--- src/rtl/inst_loader_pkg.sv ---
// Shared definitions for the program loader: FSM encodings, stream framing
// constants and the byte-flip used by the instruction ROM read path.
package inst_loader_pkg;

  typedef logic [2:0] state_t;

  localparam state_t ST_IDLE   = 3'd0;
  localparam state_t ST_HDR_HI = 3'd1;
  localparam state_t ST_HDR_LO = 3'd2;
  localparam state_t ST_DATA   = 3'd3;
  localparam state_t ST_WRITE  = 3'd4;
  localparam state_t ST_DONE   = 3'd5;
  localparam state_t ST_ERR    = 3'd6;

  localparam int HDR_BYTES      = 2;
  localparam int BYTES_PER_WORD = 4;

  function automatic logic [31:0] flip_bytes(input logic [31:0] w);
    return {w[7:0], w[15:8], w[23:16], w[31:24]};
  endfunction

endpackage

--- src/rtl/word_assembler.sv ---
// Collects four stream bytes into one word (first byte ends up in [31:24])
// and pulses word_valid for the cycle after the fourth byte is taken.
module word_assembler
  import inst_loader_pkg::*;
(
  input  logic        clock,
  input  logic        reset_n,
  input  logic        clear,
  input  logic        shift,
  input  logic [7:0]  byte_in,
  output logic [31:0] word,
  output logic        last_byte,
  output logic        word_valid
);

  logic [1:0] count;

  assign last_byte = (count == 2'(BYTES_PER_WORD - 1));

  always_ff @(posedge clock or negedge reset_n) begin
    if (!reset_n) begin
      word       <= '0;
      count      <= '0;
      word_valid <= 1'b0;
    end else if (clear) begin
      word       <= '0;
      count      <= '0;
      word_valid <= 1'b0;
    end else begin
      word_valid <= shift && last_byte;
      if (shift) begin
        word  <= {word[23:0], byte_in};
        count <= count + 2'd1;
      end
    end
  end

endmodule

--- src/rtl/inst_loader.sv ---
// Program loader: parses a 16-bit word-count header from a byte stream and
// writes the following words to instruction memory while holding the CPU.
module inst_loader
  import inst_loader_pkg::*;
#(
  parameter int ADDR_WIDTH   = 8,
  parameter bit FLIP_INS_BIT = 1'b1
) (
  input  logic        clock,
  input  logic        reset_n,
  input  logic        start,
  input  logic [7:0]  rx_data,
  input  logic        rx_valid,
  output logic        rx_ready,
  output logic        wr_en,
  output logic [31:0] wr_addr,
  output logic [31:0] wr_data,
  output logic        cpu_hold,
  output logic        busy,
  output logic        done,
  output logic        error
);

  localparam logic [16:0] CAPACITY = 17'(2 ** ADDR_WIDTH);

  state_t                state;
  state_t                next_state;
  logic [7:0]            hdr_hi;
  logic [15:0]           word_count;
  logic [ADDR_WIDTH:0]   index;
  logic [ADDR_WIDTH:0]   index_next;
  logic [15:0]           hdr_n;
  logic                  xfer;
  logic                  start_load;
  logic                  last_byte;
  logic [31:0]           word;

  assign xfer       = rx_valid && rx_ready;
  assign hdr_n      = {hdr_hi, rx_data};
  assign index_next = index + 1'b1;
  assign start_load = start && (state == ST_IDLE || state == ST_DONE || state == ST_ERR);

  word_assembler u_asm (
    .clock      (clock),
    .reset_n    (reset_n),
    .clear      (start_load),
    .shift      (xfer && state == ST_DATA),
    .byte_in    (rx_data),
    .word       (word),
    .last_byte  (last_byte),
    .word_valid (wr_en)
  );

  // Assembled word is a register, so the flip below is pure wiring.
  assign wr_data  = FLIP_INS_BIT ? flip_bytes(word) : word;
  assign wr_addr  = {{(32 - ADDR_WIDTH - 3){1'b0}}, index, 2'b00};
  assign cpu_hold = busy;

  always_comb begin
    next_state = state;
    case (state)
      ST_IDLE, ST_DONE, ST_ERR: if (start) next_state = ST_HDR_HI;
      ST_HDR_HI: if (xfer) next_state = ST_HDR_LO;
      ST_HDR_LO: begin
        if (xfer) begin
          if (hdr_n == 16'd0)                next_state = ST_DONE;
          else if ({1'b0, hdr_n} > CAPACITY) next_state = ST_ERR;
          else                               next_state = ST_DATA;
        end
      end
      ST_DATA: if (xfer && last_byte) next_state = ST_WRITE;
      ST_WRITE: begin
        if (17'(index_next) == {1'b0, word_count}) next_state = ST_DONE;
        else                                       next_state = ST_DATA;
      end
      default: next_state = ST_IDLE;
    endcase
  end

  // Status outputs are registered from next_state so they line up with state.
  always_ff @(posedge clock or negedge reset_n) begin
    if (!reset_n) begin
      state      <= ST_IDLE;
      hdr_hi     <= '0;
      word_count <= '0;
      index      <= '0;
      rx_ready   <= 1'b0;
      busy       <= 1'b0;
      done       <= 1'b0;
      error      <= 1'b0;
    end else begin
      state    <= next_state;
      rx_ready <= (next_state == ST_HDR_HI) || (next_state == ST_HDR_LO) ||
                  (next_state == ST_DATA);
      busy     <= (next_state == ST_HDR_HI) || (next_state == ST_HDR_LO) ||
                  (next_state == ST_DATA)   || (next_state == ST_WRITE);
      done     <= (next_state == ST_DONE);
      error    <= (next_state == ST_ERR);
      if (start_load)                  index      <= '0;
      if (state == ST_HDR_HI && xfer)  hdr_hi     <= rx_data;
      if (state == ST_HDR_LO && xfer)  word_count <= hdr_n;
      if (state == ST_WRITE)           index      <= index_next;
    end
  end

endmodule
--- config.mk ---
export PLATFORM = sky130hd
export DESIGN_NAME = inst_loader
export DESIGN_NICKNAME = d
export VERILOG_FILES = /design/src/rtl/inst_loader_pkg.sv /design/src/rtl/word_assembler.sv /design/src/rtl/inst_loader.sv
export SDC_FILE = /design/constraint.sdc
export NUM_CORES = 1
export LEC_CHECK = 0
export CORE_MARGIN = 2
export CORE_UTILIZATION = 29
export DETAILED_ROUTE_END_ITERATION = 7
export GPL_TIMING_DRIVEN = 1
export PLACE_DENSITY = 0.62
export SLEW_MARGIN = 20
export SYNTH_ARGS = -nofsm -noshare
export SYNTH_HDL_FRONTEND = slang
export SYNTH_HIERARCHICAL = 1
export SYNTH_SLANG_ARGS = --single-unit
--- constraint.sdc ---
create_clock -name clock -period 5 [get_ports clock]
set_input_delay 1.5 -clock clock [delete_from_list [all_inputs] [get_ports clock]]
set_output_delay 1.5 -clock clock [all_outputs]
set_load 0.01 [all_outputs]
==> results.toml, run 1 <==
[detailed_routing]
routed_wirelength_mm = 8.178
routed_wire_length_per_instance_um = 14.32
drtIter0Drc = 133
vias = 2610
drc_errors = 0
ant_nets = 0
first_pass_iters = 4
vias_per_cell = 4.571

[clock_network]
htree_levels = 3
root_buffer = "clkbuf_16"
ctsLongestPathBuffers = 2
cts_resized = 0
cts_setup_buffers = 0
cts.sinks = 75
worstSkewPairLatency_ps = 330
cts_hold_buf = 0
clk_pin_slew_ps = 60
cts_tree = "yes"
cts-buffers-inserted = 9

[timing]
slew_violations = 0
rsz0062_at_grt = "no"
maxSlewHeadroom_pct = 37.25
fmax_mhz = 294.1
period_share_pct = 68.01
worst_clock_skew_ps = 4.056
setup_viol = 0
holdWs_ps = 507.1
worst_pin_slew_ps = 941.3
tns_ps = 0
report.final.hold_viol_count = 0
setup_slack_ps = 1599
period_minus_slack_ps = 3401

[critical_path]
cp_data_arrival_time_ps = 3620
cp.required_ps = 5220
cp_cell_sequence = "clkdlybuf4s50_1, nor4_1, a21oi_1, nor3b_1, o211a_1, o31ai_4, and2_1"
path_buf_inv = 1
worst_setup_path_end_kind = "flop"
crit_family = "simple AND/OR/NAND/NOR gates"
path_max_fanout = 4
max_stage_delay_ps = 590
critPathLaunch = "rx_data[1]"
cp_slowest_cell = "nor4_1"
path_class = "in -> reg"
cp-start-kind = "input port"
timing.rr.start = "index[0]$_DFFE_PN0P_"

[synth]
ys_ff_latch = 75
synth_seq_area_share_pct = 50.02
avgSynthCellArea_um2 = 11.00
synthCells = 341
yosysUniqueCellTypes = 50
syn-cell-area_um2 = 3752
synth_edf_count = 0
synthFlopType = "dfrtp_1"
async_reset_ff_share_pct = 100.0
yosysWarnings = 6

[power]
power_mw = 2.655
peakVddDrop_mv = 0.2019
clkPwrFrac_pct = 29.8
seqPwrFrac_pct = 37.6
p_comb_share_pct = 32.6
powerDensity_nw_per_um2 = 562.7
sw_frac_of_total_pct = 31.65
p_leak_nw = 1.969
p_int_mw = 1.815
power_switching_uw = 840.3

[die]
dieArea_um2 = 13870
core_area_um2 = 12620
io_pins = 82
initial_core_util_pct = 29.73
placement_rows = 41
die_h_um = 117.8
die_w_um = 117.8

[global_routing]
globalRouteTotalUtil_pct = 12.13
overflow = 0
grt_pass1_vias = 2492
grt_pass1_wl_mm = 13.30
antenna_found_initial = 0
grt_max_degree = 76

[hold_path]
worstHoldStart = "word_count[14]$_DFFE_PN0P_"
hold_class = "reg -> reg"

[layout]
mostFrequentLayoutCells = "dfrtp_1 (75), clkdlybuf4s50_1 (57), nor2_1 (44)"
insertedDiodeCount = 0
synthToLayoutAreaGrowth_pct = 25.74
drive_above_1_share_pct = 13.03
fin_nets = 409
fillers = 1247
final_common_cell = "dfrtp_1"

[placement]
pre_cts_ws_ps = 1324
gp_congestion = 0.8504
dp_hpwl_mm = 5.691
portBuffers = 58

[outcome]
status = "finished clean"

[job]
maxCapViolCount = 0
==> Yosys cell counts, drive strengths merged (2+ instances only) <==
cell / number / area share (%)
a21oi: 6 / 0.80
a311oi: 2 / 0.63
and2: 3 / 0.50
and3: 3 / 0.53
buf: 34 / 7.5
clkbuf: 5 / 0.53
dfrtp: 75 / 50
ha: 2 / 0.67
inv: 3 / 0.30
mux2: 22 / 6.6
mux2i: 34 / 9.1
nand2: 21 / 2.2
nand2b: 2 / 0.33
nand3: 6 / 0.80
nand4: 4 / 0.67
nor2: 45 / 4.6
nor2b: 6 / 1.0
nor3: 7 / 1.1
nor3b: 2 / 0.40
nor4: 5 / 0.83
o21a: 2 / 0.40
o21ai: 18 / 2.4
o31ai: 3 / 0.97
o41ai: 2 / 0.47
or3: 2 / 0.33
xnor2: 8 / 1.9
xor2: 6 / 1.4
==> routing by layer <==
| metal | wire length [µm] | GRT usage [%] | vias to the layer above |
|---|---|---|---|
| met4 | 131 | 4.669 | 0 |
| met2 | 3956 | 18.68 | 64 |
| met5 | 0 | 0 | - |
| li1 | - | - | 1246 |
| met3 | 367 | 3.828 | 11 |
| met1 | 3722 | 15.91 | 1289 |
==> logic make-up (layout without fill, tap and decap cells) <==
group	after synthesis	after routing	share of synthesized area (%)
buffers and inverters	42	78	8.336
AOI/OAI and AO/OA	38	38	6.969
xor gates and xnor gates	14	14	3.268
adders and majority gates	2	2	0.6668
and+or+nand+nor	113	113	14.97
DFF	75	75	50.02
other	1	23	0.09994
muxes	56	56	15.67
==> cell type report <==
type	instances	area, µm²	area share (%)
tap	172	215.2	4.561
timing repair buffer	60	593.1	12.57
sequential	75	1877	39.78
inverter	3	11.26	0.2387
clock buffer	10	239.0	5.065
multi-input combinational	246	1658	35.14
clock inverter	5	125.1	2.652
==> state kept, by name, summed over array words and instances, names as in the netlist <==
signal            cells
busy                  1
done                  1
error                 1
hdr_hi                8
index                 9
rx_ready              1
state                 3
u_asm/count           2
u_asm/word           32
u_asm/word_valid      1
word_count           16
==> stage by stage <==
step	utilization [%]	instance area [µm²]	cells
final	37.39	4718	571
after global routing	37.39	4718	571
after CTS	37.39	4718	571
after detailed placement	34.50	4354	556
after global placement	34.50	4354	556
after floorplan	-	3835	363
==> power by group through the flow <==
stage,Sequential (mW),Combinational [mW],Clock [mW]
floorplan,0.992,0.571,0
global placement,1.01,0.852,0
detailed placement,1.01,0.870,0
CTS,1.00,0.875,0.810
global route,1.03,0.949,0.839
finish,0.999,0.866,0.790
==> worst paths after layout <==
check | cells after the start | slack, ps | end
setup / recovery | 7 | 1600 | done$_DFF_PN0_
hold / removal | 1 | 510 | word_count[14]$_DFFE_PN0P_
setup reg to reg | 6 | 2540 | busy$_DFF_PN0_
hold reg to reg | 1 | 510 | word_count[14]$_DFFE_PN0P_
max in group asynchronous | 1 | 3070 | u_asm/count[0]$_DFFE_PN0P_
min in group asynchronous | 1 | 1300 | u_asm/word[31]$_DFFE_PN0P_
Note: power is estimated with default switching activity, not from simulation.
==> inputs of run 2 (changes only) <==
==> constraint.sdc (replaced) <==
create_clock -name clock -period 3.5 [get_ports clock]
set_input_delay 1.05 -clock clock [delete_from_list [all_inputs] [get_ports clock]]
set_output_delay 1.05 -clock clock [all_outputs]
set_load 0.01 [all_outputs]
==> run 2 against run 1 <==
Power is 35% higher. Utilization is 0.32 points lower. Sequential share of layout area rose by 0.34 points. Combinational power is 47% higher. Largest cell class unchanged. Largest power group unchanged.
==> results.toml, run 2 (same netlist as run 1, synthesis figures left out) <==
[outcome]
status = "finished clean"

[layout]
largest_reg_flops = 32
mostFrequentLayoutCells = "dfrtp_1 (75), clkdlybuf4s50_1 (57), nor2_1 (44)"
top_register = "u_asm/word"
final_common_cell = "dfrtp_1"
fin_nets = 413
multi_input_area_um2 = 1658
final_area_um2 = 4678
insertedDiodeCount = 0
fillers = 1275
synthToLayoutAreaGrowth_pct = 24.67
reg_top3 = "u_asm/word (32), word_count (16), index (9)"
seq_area_um2 = 1877
drive_above_1_share_pct = 13.86

[clock_network]
ctsLongestPathBuffers = 2
cts_setup_buffers = 0
cts_tree = "yes"
htree_levels = 3
cts_resized = 0
worstSkewPairLatency_ps = 340
cts-buffers-inserted = 9
cts_hold_buf = 0
cts.sinks = 75
clk_pin_slew_ps = 60
root_buffer = "clkbuf_16"

[critical_path]
cp.required_ps = 3730
r2r_slack_ps = 1060
cp_slowest_cell = "nor4_1"
cp_num_cells = 7
cp-endpoint = "done$_DFF_PN0_"
cp_data_arrival_time_ps = 2970
path_buf_inv = 1
crit_family = "simple AND/OR/NAND/NOR gates"
cp_cell_sequence = "clkdlybuf4s50_1, nor4_1, a21oi_1, nor3b_1, o211a_1, o31ai_4, and2_1"
path_max_fanout = 4
worst_setup_path_end_kind = "flop"
path_class = "in -> reg"
max_stage_delay_ps = 500
critPathLaunch = "rx_data[5]"
cp-start-kind = "input port"
rr_worst_depth = 6
rr_endpoint = "busy$_DFF_PN0_"
timing.rr.start = "index[0]$_DFFE_PN0P_"

[power]
p_comb_share_pct = 35.4
seqPwrFrac_pct = 40.1
peakVddDrop_mv = 0.3148
power_switching_mw = 1.242
p_leak_nw = 1.949
clkPwrFrac_pct = 24.5
p_int_mw = 2.344
powerDensity_nw_per_um2 = 766.5
sw_frac_of_total_pct = 34.63

[timing]
maxSlewHeadroom_pct = 36.06
setup_slack_ps = 759.2
worst_clock_skew_ps = 9.848
rsz0062_at_grt = "no"
slew_violations = 0
period_share_pct = 78.31
report.final.hold_viol_count = 0
tns_ps = 0
fmax_mhz = 364.9
setup_viol = 0
worst_pin_slew_ps = 959.1
period_minus_slack_ps = 2741

[detailed_routing]
vias_per_cell = 4.681
routed_wirelength_mm = 8.502
vias = 2696
ant_nets = 0
first_pass_iters = 4
drtIter0Drc = 149
routed_wire_length_per_instance_um = 14.76
drc_errors = 0

[global_routing]
grt_pass1_vias = 2590
globalRouteTotalUtil_pct = 12.70
antenna_found_initial = 0
grt_pass1_wl_mm = 14.00
grt_max_degree = 76
overflow = 0

[die]
die_w_um = 117.8
die_h_um = 117.8
dieArea_um2 = 13870
core_area_um2 = 12620
io_pins = 82
initial_core_util_pct = 29.73
placement_rows = 41

[placement]
dp_hpwl_mm = 5.965
dpl_cell_area_um2 = 4397
pre_cts_ws_ps = 428.2
gp_congestion = 0.8613
portBuffers = 58

[hold_path]
hold_class = "reg -> reg"
worstHoldStart = "word_count[11]$_DFFE_PN0P_"

[job]
maxCapViolCount = 0
[run 2: per-stage QoR]
step	total power [mW]	instances	hold WS, ps	utilization [%]
4_1_cts	3.625	576	516.2	37.07
2_1_floorplan	2.234	363	481.1	-
6_report	3.586	576	515.8	37.07
3_3_place_gp	2.692	560	492.2	34.84
3_5_place_dp	2.728	560	499.1	34.84
5_1_grt	3.831	576	531.3	37.07
[run 2: final cells by class]
type	count	share of cell area (%)
Sequential cell	75	40.12
Multi-Input combinational cell	246	35.44
Timing Repair Buffer	64	13.59
Clock buffer	12	5.483
Tap cell	172	4.600
Clock inverter	4	0.5349
Inverter	3	0.2407
[run 2: how the worst min path moves through the flow]
stage / to / slack [ps] / cells after the start
after detailed placement: word_count[15]$_DFFE_PN0P_ / 500 / 1
final: word_count[11]$_DFFE_PN0P_ / 520 / 1
after floorplan: word_count[9]$_DFFE_PN0P_ / 480 / 1
after global placement: word_count[10]$_DFFE_PN0P_ / 490 / 1
after global routing: word_count[11]$_DFFE_PN0P_ / 530 / 1
after CTS: word_count[9]$_DFFE_PN0P_ / 520 / 1
[run 2: power by group through the flow]
| stage | clock network (mW) | registers [mW] | logic, mW |
|---|---|---|---|
| CTS | 0.899 | 1.44 | 1.28 |
| finish | 0.880 | 1.44 | 1.27 |
| detailed placement | 0 | 1.45 | 1.27 |
| global placement | 0 | 1.45 | 1.25 |
| global route | 0.946 | 1.49 | 1.40 |
| floorplan | 0 | 1.42 | 0.816 |
[run 2: per-layer routing]
metal / part of all wire (%) / routed length, µm / global-route usage, % / vias to the layer above
met5: 0 / 0 / 0 / -
li1: - / - / - / 1257
met3: 4.6 / 391 / 3.149 / 13
met2: 49 / 4132 / 20.06 / 74
met1: 45 / 3841 / 16.65 / 1352
met4: 1.6 / 138 / 5.196 / 0
==> inputs of run 3 (changes only) <==
==> constraint.sdc (replaced) <==
create_clock -name clock -period 2.7 [get_ports clock]
set_input_delay 0.81 -clock clock [delete_from_list [all_inputs] [get_ports clock]]
set_output_delay 0.81 -clock clock [all_outputs]
set_load 0.01 [all_outputs]
==> run 3 against run 2 <==
First-iteration DRC count increased by 36%. Clock power increased by 40%. Non-clock buffer count increased by 11. Power increased by 32%. Sequential power increased by 28%. Via count increased by 0.19%. Global-route usage decreased by 0.29 points. Final cell count increased by 1.9%. Count of clock-buffer cells in the layout decreased by 2. Utilization increased by 0.98 points. Register-to-register slack got worse by 600 ps. Critical path depth increased by 1. Critical path type unchanged.
==> results.toml, run 3 (same netlist as run 1, synthesis figures left out) <==
[clock_network]
cts.sinks = 75
cts_hold_buf = 0
root_buffer = "clkbuf_16"
cts_tree = "yes"
cts_setup_buffers = 0
cts_resized = 0
cts-buffers-inserted = 9
htree_levels = 3
clk_pin_slew_ps = 60
ctsLongestPathBuffers = 2
worstSkewPairLatency_ps = 340

[outcome]
status = "finished clean"

[critical_path]
cp.required_ps = 2930
path_class = "in -> reg"
cp_data_arrival_time_ps = 2620
cp-start-kind = "input port"
worst_setup_path_end_kind = "flop"
rr_worst_depth = 6
path_max_fanout = 4

[detailed_routing]
ant_nets = 0
drtIter0Drc = 202
vias_per_cell = 4.601
vias = 2701
drc_errors = 0
routed_wire_length_per_instance_um = 14.18
first_pass_iters = 4
routed_wirelength_mm = 8.322

[power]
peakVddDrop_mv = 0.3609
power_mw = 4.748
powerDensity_nw_per_um2 = 988.8
p_leak_nw = 2.019

[layout]
seq_area_um2 = 1877
top_register = "u_asm/word"
reg_top3 = "u_asm/word (32), word_count (16), index (9)"
largest_reg_flops = 32
synthToLayoutAreaGrowth_pct = 27.98
mostFrequentLayoutCells = "dfrtp_1 (75), clkdlybuf4s50_1 (57), nor2_1 (44)"
insertedDiodeCount = 0
layout.cells.non_filler = 587
multi_input_area_um2 = 1658
final_common_cell = "dfrtp_1"
fin_nets = 424
drive_above_1_share_pct = 16.39
fillers = 1248

[die]
die_h_um = 117.8
core_area_um2 = 12620
dieArea_um2 = 13870
initial_core_util_pct = 29.73
io_pins = 82
die_w_um = 117.8
placement_rows = 41

[placement]
dp_cells = 571
gp_congestion = 0.8528
dp_hpwl_mm = 5.908
portBuffers = 58

[hold_path]
hold_class = "in -> async"

[global_routing]
grt_max_degree = 41
grt_pass1_wl_mm = 13.83
antenna_found_initial = 0
overflow = 0
globalRouteTotalUtil_pct = 12.40
grt_pass1_vias = 2582

[timing]
worst_clock_skew_ps = 6.435
period_share_pct = 88.44
period_minus_slack_ps = 2388
rsz0062_at_grt = "no"
worst_pin_slew_ps = 526.8
fmax_mhz = 418.8
tns_ps = 0
report.final.hold_viol_count = 0
holdWs_ps = 428.0
slew_violations = 0
maxSlewHeadroom_pct = 64.88
setup_viol = 0

[job]
maxCapViolCount = 0
[run 3: final timing paths]
kind | startpoint | to | slack (ps)
max | rx_data[1] | busy$_DFF_PN0_ | 310
max in group asynchronous | reset_n | index[5]$_DFFE_PN0P_ | 1680
min reg2reg | word_count[9]$_DFFE_PN0P_ | word_count[9]$_DFFE_PN0P_ | 510
min | reset_n | u_asm/word[31]$_DFFE_PN0P_ | 430
max reg2reg | index[1]$_DFFE_PN0P_ | busy$_DFF_PN0_ | 460
min in group clock | word_count[9]$_DFFE_PN0P_ | word_count[9]$_DFFE_PN0P_ | 510
[run 3: where the power goes]
group	switching [mW]	leakage [nW]	total [mW]	internal, mW
sequential	0.334	0.982	1.84	1.51
combinational	0.798	0.892	1.67	0.874
clock	0.485	0.146	1.23	0.748
[run 3: per-stage QoR]
step	utilization, %	cell area [µm²]	worst slack [ps]
2_1_floorplan	-	3835	444.9
3_3_place_gp	35.59	4492	41.54
3_5_place_dp	35.59	4492	-47.00
4_1_cts	38.05	4802	298.5
5_1_grt	38.05	4802	106.6
6_report	38.05	4802	312.1
[run 3: layout make-up]
class	instances	area share (%)
flip-flops and latches	75	39.08
multi-input cells	246	34.52
inverters	3	0.2345
clock buffers	10	4.977
clock inverters	6	1.485
repair buffers	75	15.22
well taps	172	4.481
[run 3: critical path, stage by stage]
cell and delay (ps):
clkdlybuf4s50_1 420, nor4_1 340, buf_4 200, a21oi_1 70, nor3b_1 220, o211a_1 230, o31ai_4 90, o21ai_0 250
[run 3: routing by layer]
| metal | vias up | part of all wire, % | track usage, % |
|---|---|---|---|
| li1 | 1272 | - | - |
| met1 | 1351 | 47 | 16.79 |
| met2 | 70 | 48 | 19.11 |
| met3 | 8 | 4.0 | 3.391 |
| met4 | 0 | 1.4 | 4.292 |
| met5 | - | 0 | 0 |
